File: src/rtl/timing_stats_mc_if.sv
// timing_stats_mc_if: sample, clear and read port bundle for timing_stats_mc
interface timing_stats_mc_if #(
  parameter int P_WIDTH     = 32,
  parameter int P_CHANNELS  = 4,
  parameter int P_CNT_WIDTH = 16,
  parameter int P_SUM_WIDTH = 48
);
  localparam int CH_W = P_CHANNELS > 1 ? $clog2(P_CHANNELS) : 1;
  logic                   io_fbCatchIn;
  logic [CH_W-1:0]        io_chIn;
  logic [P_WIDTH-1:0]     io_timingIn;
  logic                   io_clrReq;
  logic                   io_clrAll;
  logic [CH_W-1:0]        io_clrCh;
  logic                   io_rdReq;
  logic [CH_W-1:0]        io_rdCh;
  logic                   io_rdValid;
  logic                   io_rdSeen;
  logic                   io_rdOvf;
  logic [P_WIDTH-1:0]     io_timing1st;
  logic [P_WIDTH-1:0]     io_timingMax;
  logic [P_WIDTH-1:0]     io_timingMin;
  logic [P_CNT_WIDTH-1:0] io_count;
  logic [P_SUM_WIDTH-1:0] io_sum;
  modport master (
    output io_fbCatchIn, io_chIn, io_timingIn, io_clrReq, io_clrAll, io_clrCh, io_rdReq, io_rdCh,
    input  io_rdValid, io_rdSeen, io_rdOvf, io_timing1st, io_timingMax, io_timingMin, io_count, io_sum
  );
  modport slave (
    input  io_fbCatchIn, io_chIn, io_timingIn, io_clrReq, io_clrAll, io_clrCh, io_rdReq, io_rdCh,
    output io_rdValid, io_rdSeen, io_rdOvf, io_timing1st, io_timingMax, io_timingMin, io_count, io_sum
  );
endinterface

File: src/rtl/timing_stats_mc.sv
// timing_stats_mc: per-channel first/max/min/count/sum statistics with saturating
// count and sum, sticky overflow, per-channel or global clear and 1-cycle reads
module timing_stats_mc #(
  parameter int P_WIDTH     = 32,
  parameter int P_CHANNELS  = 4,
  parameter int P_CNT_WIDTH = 16,
  parameter int P_SUM_WIDTH = 48
) (
  input logic               io_clk,
  input logic               io_rstN,
  timing_stats_mc_if.slave  bus
);
  logic                   seen  [P_CHANNELS];
  logic                   ovf   [P_CHANNELS];
  logic [P_WIDTH-1:0]     first [P_CHANNELS];
  logic [P_WIDTH-1:0]     mx    [P_CHANNELS];
  logic [P_WIDTH-1:0]     mn    [P_CHANNELS];
  logic [P_CNT_WIDTH-1:0] cnt   [P_CHANNELS];
  logic [P_SUM_WIDTH-1:0] sum   [P_CHANNELS];
  logic [P_SUM_WIDTH:0]   add   [P_CHANNELS];
  logic                   rd_in;
  // one extra bit catches the carry that means the sum would saturate
  always_comb begin
    for (int c = 0; c < P_CHANNELS; c++)
      add[c] = {1'b0, sum[c]} + {{(P_SUM_WIDTH + 1 - P_WIDTH){1'b0}}, bus.io_timingIn};
    rd_in = int'(bus.io_rdCh) < P_CHANNELS;
  end
  always_ff @(posedge io_clk or negedge io_rstN) begin
    if (!io_rstN) begin
      for (int c = 0; c < P_CHANNELS; c++) begin
        seen[c]  <= 1'b0;
        ovf[c]   <= 1'b0;
        first[c] <= '0;
        mx[c]    <= '0;
        mn[c]    <= '1;
        cnt[c]   <= '0;
        sum[c]   <= '0;
      end
      bus.io_rdValid   <= 1'b0;
      bus.io_rdSeen    <= 1'b0;
      bus.io_rdOvf     <= 1'b0;
      bus.io_timing1st <= '0;
      bus.io_timingMax <= '0;
      bus.io_timingMin <= '1;
      bus.io_count     <= '0;
      bus.io_sum       <= '0;
    end else begin
      for (int c = 0; c < P_CHANNELS; c++) begin
        if (bus.io_clrReq && (bus.io_clrAll || int'(bus.io_clrCh) == c)) begin
          seen[c]  <= 1'b0;
          ovf[c]   <= 1'b0;
          first[c] <= '0;
          mx[c]    <= '0;
          mn[c]    <= '1;
          cnt[c]   <= '0;
          sum[c]   <= '0;
        end else if (bus.io_fbCatchIn && int'(bus.io_chIn) == c) begin
          if (!seen[c]) begin
            seen[c]  <= 1'b1;
            first[c] <= bus.io_timingIn;
          end
          if (bus.io_timingIn > mx[c]) mx[c] <= bus.io_timingIn;
          if (bus.io_timingIn < mn[c]) mn[c] <= bus.io_timingIn;
          if (&cnt[c]) ovf[c] <= 1'b1;
          else begin
            cnt[c] <= cnt[c] + 1'b1;
            sum[c] <= add[c][P_SUM_WIDTH] ? '1 : add[c][P_SUM_WIDTH-1:0];
            if (add[c][P_SUM_WIDTH]) ovf[c] <= 1'b1;
          end
        end
      end
      bus.io_rdValid <= bus.io_rdReq;
      if (bus.io_rdReq) begin
        bus.io_rdSeen    <= rd_in ? seen[bus.io_rdCh]  : 1'b0;
        bus.io_rdOvf     <= rd_in ? ovf[bus.io_rdCh]   : 1'b0;
        bus.io_timing1st <= rd_in ? first[bus.io_rdCh] : '0;
        bus.io_timingMax <= rd_in ? mx[bus.io_rdCh]    : '0;
        bus.io_timingMin <= rd_in ? mn[bus.io_rdCh]    : '1;
        bus.io_count     <= rd_in ? cnt[bus.io_rdCh]   : '0;
        bus.io_sum       <= rd_in ? sum[bus.io_rdCh]   : '0;
      end
    end
  end
endmodule

File: src/flat_wrapper.sv
// flat-port wrapper written by rule: the top's interface ports become plain ports
module timing_stats_mc_flat 
#(
  parameter int P_WIDTH     = 32,
  parameter int P_CHANNELS  = 4,
  parameter int P_CNT_WIDTH = 16,
  parameter int P_SUM_WIDTH = 48
)
  (io_clk, io_rstN, bus_io_fbCatchIn, bus_io_chIn, bus_io_timingIn, bus_io_clrReq, bus_io_clrAll, bus_io_clrCh, bus_io_rdReq, bus_io_rdCh, bus_io_rdValid, bus_io_rdSeen, bus_io_rdOvf, bus_io_timing1st, bus_io_timingMax, bus_io_timingMin, bus_io_count, bus_io_sum);
  timing_stats_mc_if #(.P_WIDTH(P_WIDTH), .P_CHANNELS(P_CHANNELS), .P_CNT_WIDTH(P_CNT_WIDTH), .P_SUM_WIDTH(P_SUM_WIDTH)) bus_i ();
  input logic io_clk;
  input logic io_rstN;
  input wire logic [$bits(bus_i.io_fbCatchIn)-1:0] bus_io_fbCatchIn;
  input wire logic [$bits(bus_i.io_chIn)-1:0] bus_io_chIn;
  input wire logic [$bits(bus_i.io_timingIn)-1:0] bus_io_timingIn;
  input wire logic [$bits(bus_i.io_clrReq)-1:0] bus_io_clrReq;
  input wire logic [$bits(bus_i.io_clrAll)-1:0] bus_io_clrAll;
  input wire logic [$bits(bus_i.io_clrCh)-1:0] bus_io_clrCh;
  input wire logic [$bits(bus_i.io_rdReq)-1:0] bus_io_rdReq;
  input wire logic [$bits(bus_i.io_rdCh)-1:0] bus_io_rdCh;
  output wire logic [$bits(bus_i.io_rdValid)-1:0] bus_io_rdValid;
  output wire logic [$bits(bus_i.io_rdSeen)-1:0] bus_io_rdSeen;
  output wire logic [$bits(bus_i.io_rdOvf)-1:0] bus_io_rdOvf;
  output wire logic [$bits(bus_i.io_timing1st)-1:0] bus_io_timing1st;
  output wire logic [$bits(bus_i.io_timingMax)-1:0] bus_io_timingMax;
  output wire logic [$bits(bus_i.io_timingMin)-1:0] bus_io_timingMin;
  output wire logic [$bits(bus_i.io_count)-1:0] bus_io_count;
  output wire logic [$bits(bus_i.io_sum)-1:0] bus_io_sum;
  assign bus_i.io_fbCatchIn = bus_io_fbCatchIn;
  assign bus_i.io_chIn = bus_io_chIn;
  assign bus_i.io_timingIn = bus_io_timingIn;
  assign bus_i.io_clrReq = bus_io_clrReq;
  assign bus_i.io_clrAll = bus_io_clrAll;
  assign bus_i.io_clrCh = bus_io_clrCh;
  assign bus_i.io_rdReq = bus_io_rdReq;
  assign bus_i.io_rdCh = bus_io_rdCh;
  assign bus_io_rdValid = bus_i.io_rdValid;
  assign bus_io_rdSeen = bus_i.io_rdSeen;
  assign bus_io_rdOvf = bus_i.io_rdOvf;
  assign bus_io_timing1st = bus_i.io_timing1st;
  assign bus_io_timingMax = bus_i.io_timingMax;
  assign bus_io_timingMin = bus_i.io_timingMin;
  assign bus_io_count = bus_i.io_count;
  assign bus_io_sum = bus_i.io_sum;
  timing_stats_mc #(.P_WIDTH(P_WIDTH), .P_CHANNELS(P_CHANNELS), .P_CNT_WIDTH(P_CNT_WIDTH), .P_SUM_WIDTH(P_SUM_WIDTH)) u_core (.io_clk(io_clk), .io_rstN(io_rstN), .bus(bus_i));
endmodule
File: config.mk
export PLATFORM = sky130hd
export DESIGN_NAME = timing_stats_mc_flat
export DESIGN_NICKNAME = d
export VERILOG_FILES = /design/src/rtl/timing_stats_mc_if.sv /design/src/rtl/timing_stats_mc.sv /design/src/flat_wrapper.sv
export SDC_FILE = /design/constraint.sdc
export NUM_CORES = 2
export LEC_CHECK = 0
export ABC_AREA = 1
export BUFFER_PORTS_ARGS = -buffer_cell sky130_fd_sc_hd__buf_4
export CORE_UTILIZATION = 45
export DETAILED_ROUTE_END_ITERATION = 8
export GPL_ROUTABILITY_DRIVEN = 0
export GPL_TIMING_DRIVEN = 0
export PLACE_DENSITY = 0.64
export SYNTH_ARGS = -nofsm -noshare
export SYNTH_HDL_FRONTEND = slang
export SYNTH_SLANG_ARGS = --single-unit
export TNS_END_PERCENT = 10
File: constraint.sdc
create_clock -name io_clk -period 2 [get_ports io_clk]
set_input_delay 0.1 -clock io_clk [delete_from_list [all_inputs] [get_ports io_clk]]
set_output_delay 0.1 -clock io_clk [all_outputs]
set_load 0.005 [all_outputs]
**After elaboration in Yosys (flattened, before gate mapping)**

Index checks and enable logic that the tools add are counted.

- Flip-flop bits (word level): 811
- Input port bits: 44
- Output and inout bits: 163
- Word-level logic and storage cells: 231

- $add $sub $neg: 8
- Magnitude comparators: 9
- Equality and inequality tests: 14
- Multiplexer cells: 109
- Bitwise gates (word level): 1
- Reductions and logical operators: 54

Operators by type and width:

| operator | number |
|---|---|
| $mux 32 | 42 |
| $mux 48 | 18 |
| $mux 16 | 14 |
| $add 48x32->49 | 4 |
| $bmux 32 s2 | 3 |
| $gt 32x32->1 | 4 |
| $lt 32x32->1 | 4 |
| $bmux 48 s2 | 1 |
| $add 16x1->16 const B | 4 |
| $reduce_and 16->1 | 4 |
| $reduce_and 2->1 | 20 |
| $bmux 16 s2 | 1 |
| $mux 1 | 28 |
| $reduce_bool 2->1 | 12 |
| $reduce_bool 3->1 | 4 |
| $eq 2x2->1 const B | 4 |
| $logic_and 1x1->1 | 8 |
| $ne 2x1->1 const B | 4 |
| $ne 2x2->1 const B | 4 |
| $bmux 1 s2 | 2 |
| $eq 2x1->1 const B | 2 |
| $logic_not 2->1 | 2 |
| $logic_or 1x1->1 | 4 |
| $ge 3x3->1 const B | 1 |
| $not 2->3 | 1 |

**Longest topological paths before layout**

- Depth after elaboration: 5
- Depth in mapped cells: 16
- Mapped depth without buffers: 15

**Worst setup path after synthesis**

No wires, ideal clock.

- Path type: register to register
- Start point: register u_core.sum[48] in the netlist's numbering
- End point: register u_core.sum[84] in the netlist's numbering
- Data arrival time: 2.142 ns
- Slack: -0.258 ns
- Cell stages (with the launch flop): 16
- Buffers on the path: 1
- Cell sequence: dfrtp_1 -> ha_1 -> fa_1 -> nand3_1 -> nand3_1 -> nand2_1 -> nand2_1 -> nand2_1 -> nand2_1 -> nand2_1 -> nand2_2 -> nand2_2 -> buf_6 -> nand3_1 -> nand2_1 -> nand2_1

- Word-level cells in the longest chain between the ends: 5

Ends and longest elaborated chain:

| what | RTL line | text |
|---|---|---|
| start, declared | timing_stats_mc.sv:19 | `logic [P_SUM_WIDTH-1:0] sum [P_CHANNELS];` |
| start signal, assigned by index | timing_stats_mc.sv:67 | `sum[c] <= add[c][P_SUM_WIDTH] ? '1 : add[c][P_SUM_WIDTH-1:0];` |
| $add 48x32->49 | timing_stats_mc.sv:25 | `add[c] = {1'b0, sum[c]} + {{(P_SUM_WIDTH + 1 - P_WIDTH){1'b0}}, bus.io_timingIn};` |
| $mux 48 | timing_stats_mc.sv:67 |  |
| $mux 48 | timing_stats_mc.sv:64 | `if (&cnt[c]) ovf[c] <= 1'b1;` |
| $mux 48 | timing_stats_mc.sv:57 | `end else if (bus.io_fbCatchIn && int'(bus.io_chIn) == c) begin` |
| $mux 48 | timing_stats_mc.sv:49 | `if (bus.io_clrReq && (bus.io_clrAll \|\| int'(bus.io_clrCh) == c)) begin` |

No other way between the ends. The select of a mux whose other input is x is not followed.
A chain may end at the register's enable or synchronous reset.

**Worst setup path after layout**

- Start point: input bus_io_rdCh[0]
- End point: register u_core.bus.io_sum[44]

- Word-level cells in the longest chain between the ends: 4

Ends and longest elaborated chain:

| what | RTL line | text |
|---|---|---|
| start, declared | flat_wrapper.sv:20 | `input wire logic [$bits(bus_i.io_rdCh)-1:0] bus_io_rdCh;` |
| $not 2->3 (not written as such) | timing_stats_mc.sv:80 | `bus.io_sum <= rd_in ? sum[bus.io_rdCh] : '0;` |
| $bmux 48 s2 | timing_stats_mc.sv:80 |  |
| $mux 48 (not written as such) (2 in a row) | timing_stats_mc.sv:80 |  |
| end signal, assigned | timing_stats_mc.sv:80 |  |
| end, declared | timing_stats_mc_if.sv:31 | `output io_rdValid, io_rdSeen, io_rdOvf, io_timing1st, io_timingMax, io_timingMin, io_count, io_sum` |

No other way between the ends. The select of a mux whose other input is x is not followed.

==> flow_summary.toml <==
[setup_path]
critPathArrivalTime_ns = 3.01
setup.worst_path.start_class = "primary input"
worstSetupEndpoint = "u_core.bus.io_sum[44]"
cp_max_fo = 13
timing.setup.critical_path_class = "in -> reg"
rrSetupSlack_ns = -0.38
critical_path_required_ns = 2.60
rr_endpoint = "u_core.mx[2]"
worst_reg2reg_path_length_in_cells = 13
crit_path_start = "bus_io_rdCh[0]"
crit-reg2reg-launch = "u_core.mx[31]"
critPathCaptureType = "flop"

[yosys]
post_synthesis_register_bit_count = 811
ys_dominant_reg_cell = "sky130_fd_sc_hd__dfrtp_1"
syn_nets = 9066
synth-warning-count = 0
synth_area_sq_mm = 0.05826
netlist_instances = 8634
synth-async-reset-ratio_pct = 100.0
count_of_flip_flops_with_a_built_in_enable_after_synthesis = 0
synth.yosys.seq_area_share_pct = 35.18
synthesis.area_per_instance_sq_um = 6.747
yosysUniqueCellTypes = 50

[grt]
grt_first_pass_wirelength_mm = 364.5
vias_in_the_first_global_route = 57800
grt_start_max_net_pins = 122
number_of_antenna_violations_at_the_first_check_in_global_routing = 10
grt.total_usage_pct = 37.38
global_route.overflow_total = 0

[pwr]
p_seq_share_pct = 37.3
cellPowerDensity_mw_per_mm2 = 770.4
static-leakage-power_nw = 35.86
ir_worst_vdd_v = 0.0006220
switchingPower_mw = 19.61
power_mw = 54.60
clock_network_fraction_of_total_power_pct = 34.5
internal-power_mw = 34.99
sw_ratio_pct = 35.91
share_comb_of_total_power_pct = 28.1

[place]
portBuffers = 206
post_dp_cell_area_sq_mm = 0.06235
preCtsSetupSlack_ns = -1.223
dpl.hpwl_mm = 191.3

[floorplanning]
chipWidth_microns = 361.8
effective_utilization_at_floorplan_pct = 45.51
placeableCoreArea_sq_mm = 0.1280
core.rowCount = 131
fp.dieH_microns = 361.8
die_area_sq_mm = 0.1309
io_pins = 207

[timing]
final_count_of_hold_timing_violations = 224
worst_clock_skew_ns = 0.02952
final.setup.tns_ns = -119.96
timing.final.max_slew_violations = 11
finalCriticalPeriod_ns = 2.412
timing_worst_slew_pin_value_ns = 1.605
unrepaired_setup_endpoints_after_global_routing = "true"
max_clock_freq_mhz = 414.7
finalWorstSetupSlack_ns = -0.4116
final.hold.worst_slack_ns = -0.6726
fin_crit_sh_pct = 120.6
worst_slew_margin_rel_pct = -6.998
setup_viol = 574

[clock_network]
clk-insertion-delay-late_ns = 0.74
clock_tree.root_cell = "sky130_fd_sc_hd__clkbuf_16"
tritoncts = "yes"
cts-htree-levels = 3
cts.path.max_buffers = 3
clk_pin_slew_ns = 0.06
clock-sinks = 811
numCtsBuffers = 95

[detailed_routing]
postRouteWirelength_mm = 254.9
routed_via_density = 5.755
wl_per_cell_microns = 23.36
drcViolationCount = 0
drt_pass1_iterations = 6
initialDrtViolationCount = 7805
route.vias.total = 62810
ant_nets = 0

[finish]
final.fill_count = 12300
final_cell_mix = "sky130_fd_sc_hd__nand2_1, sky130_fd_sc_hd__inv_1, sky130_fd_sc_hd__nor2_1"
postLayoutCoreUtil_pct = 55.37
post_route_cells_drive_above_1_share_pct = 15.94
finalInstanceArea_sq_mm = 0.07088
final_net_count = 9537
areaGrowthSynthToFinish_pct = 21.66
final_common_cell = "sky130_fd_sc_hd__nand2_1"

[job]
cap_viol_max_count = 1

[status]
outcome = "finished with violations"
violations = "hold timing, capacitance limit, slew limit, setup timing"

[worst_hold_path]
timing.hold.worst.class = "in -> async"
==> critical path, stage by stage <==
cell,delay [ns]
sky130_fd_sc_hd__buf_4,0.15
sky130_fd_sc_hd__inv_1,0.34
sky130_fd_sc_hd__buf_4,0.46
sky130_fd_sc_hd__buf_2,0.51
sky130_fd_sc_hd__clkbuf_4,0.44
sky130_fd_sc_hd__buf_2,0.44
sky130_fd_sc_hd__a21oi_1,0.27
sky130_fd_sc_hd__o21ai_0,0.14
sky130_fd_sc_hd__a31oi_1,0.10
==> flip-flops by register name (all words and copies together), names as in the netlist <==
signal,flops
u_core.bus.io_timingMax,32
u_core.bus.io_timing1st,32
u_core.ovf,4
u_core.mn,128
u_core.mx,128
u_core.seen,4
u_core.bus.io_sum,48
u_core.bus.io_timingMin,32
u_core.cnt,64
u_core.bus.io_rdValid,1
u_core.bus.io_count,16
u_core.sum,192
u_core.bus.io_rdOvf,1
u_core.bus.io_rdSeen,1
u_core.first,128
==> per-layer routing <==
layer / vias to the layer above / part of all wire [%] / global-route usage (%)
met5: - / 0.018 / 0
met4: 6 / 9.7 / 30.16
met3: 947 / 10 / 8.105
met2: 3627 / 42 / 56.17
met1: 29460 / 38 / 46.30
li1: 28770 / - / -
==> power groups by stage <==
stage               registers [mW]  logic, mW  clock network, mW
floorplan                     19.8       8.20                  0
global placement              20.5       12.8                  0
detailed placement            20.5       13.1                  0
CTS                           20.3       13.7               18.9
global route                  20.5       16.7               19.5
finish                        20.4       15.3               18.9
==> synthesized netlist by cell type (all sizes together) (5+ instances only) <==
library cell	n	area, sq um
nand2	2607	9828
xor2	97	849.6
o31ai	12	90.09
clkbuf	186	700.7
o21ai	609	3093
nand4	107	669.4
o211ai	34	255.2
nor2	777	2934
dfstp	160	4204
ha	384	4805
nand3	727	3659
or2	5	31.28
buf	156	867.1
a31oi	173	1095
o21a	15	112.6
inv	1247	4681
o21bai	18	135.1
mux2	64	720.7
xnor2	5	43.79
dfrtp	651	16290
nand3b	5	41.29
nor4	10	68.81
a21oi	511	2569
nor3	57	345.3
==> repair_timing <==
item	CTS	global route
resized for setup	288	536
setup endpoints to repair	580	572
endpoints found under the hold margin	204	100
pin swaps	53	111
hold buffers	13	2
setup buffers	55	72
gates cloned	7	12
==> through the flow <==
stage | std cells | hold WS (ns)
after global placement | 10570 | 0.2188
after detailed placement | 10580 | 0.1187
after CTS | 10820 | -0.6410
after global routing | 10910 | -0.6105
final | 10910 | -0.6726
after floorplan | 8634 | -0.1956
==> how the worst min path moves through the flow <==
stage,slack (ns),from,to
6_report,-0.67,io_rstN,u_core.sum[89]
3_5_place_dp,0.12,io_rstN,u_core.sum[93]
5_1_grt,-0.61,io_rstN,u_core.sum[89]
4_1_cts,-0.64,io_rstN,u_core.sum[89]
3_3_place_gp,0.22,bus_io_rdReq,u_core.bus.io_rdValid
2_1_floorplan,-0.20,io_rstN,u_core.bus.io_count[0]
==> layout make-up <==
| class | count | area, sq um | share of cell area [%] |
|---|---|---|---|
| clock inverters | 39 | 563.0 | 0.7944 |
| plain buffers | 342 | 1993 | 2.812 |
| inverters | 1248 | 4695 | 6.624 |
| diodes | 7 | 17.52 | 0.02471 |
| flip-flops and latches | 811 | 20540 | 28.99 |
| clock buffers | 131 | 2753 | 3.884 |
| well taps | 1729 | 2163 | 3.052 |
| multi-input cells | 6233 | 34590 | 48.80 |
| repair buffers | 374 | 3556 | 5.017 |
==> cell families after synthesis <==
family                     after synthesis  synth area share, %
AOI/OAI and AO/OA                     1378                12.70
and+or+nand+nor                       4301                30.24
buffers and inverters                 1590                10.73
xor gates and xnor gates               102                1.533
DFF                                    811                35.18
adders and majority gates              388                8.385
muxes                                   64                1.237
Power figures use the tool's default switching activity.
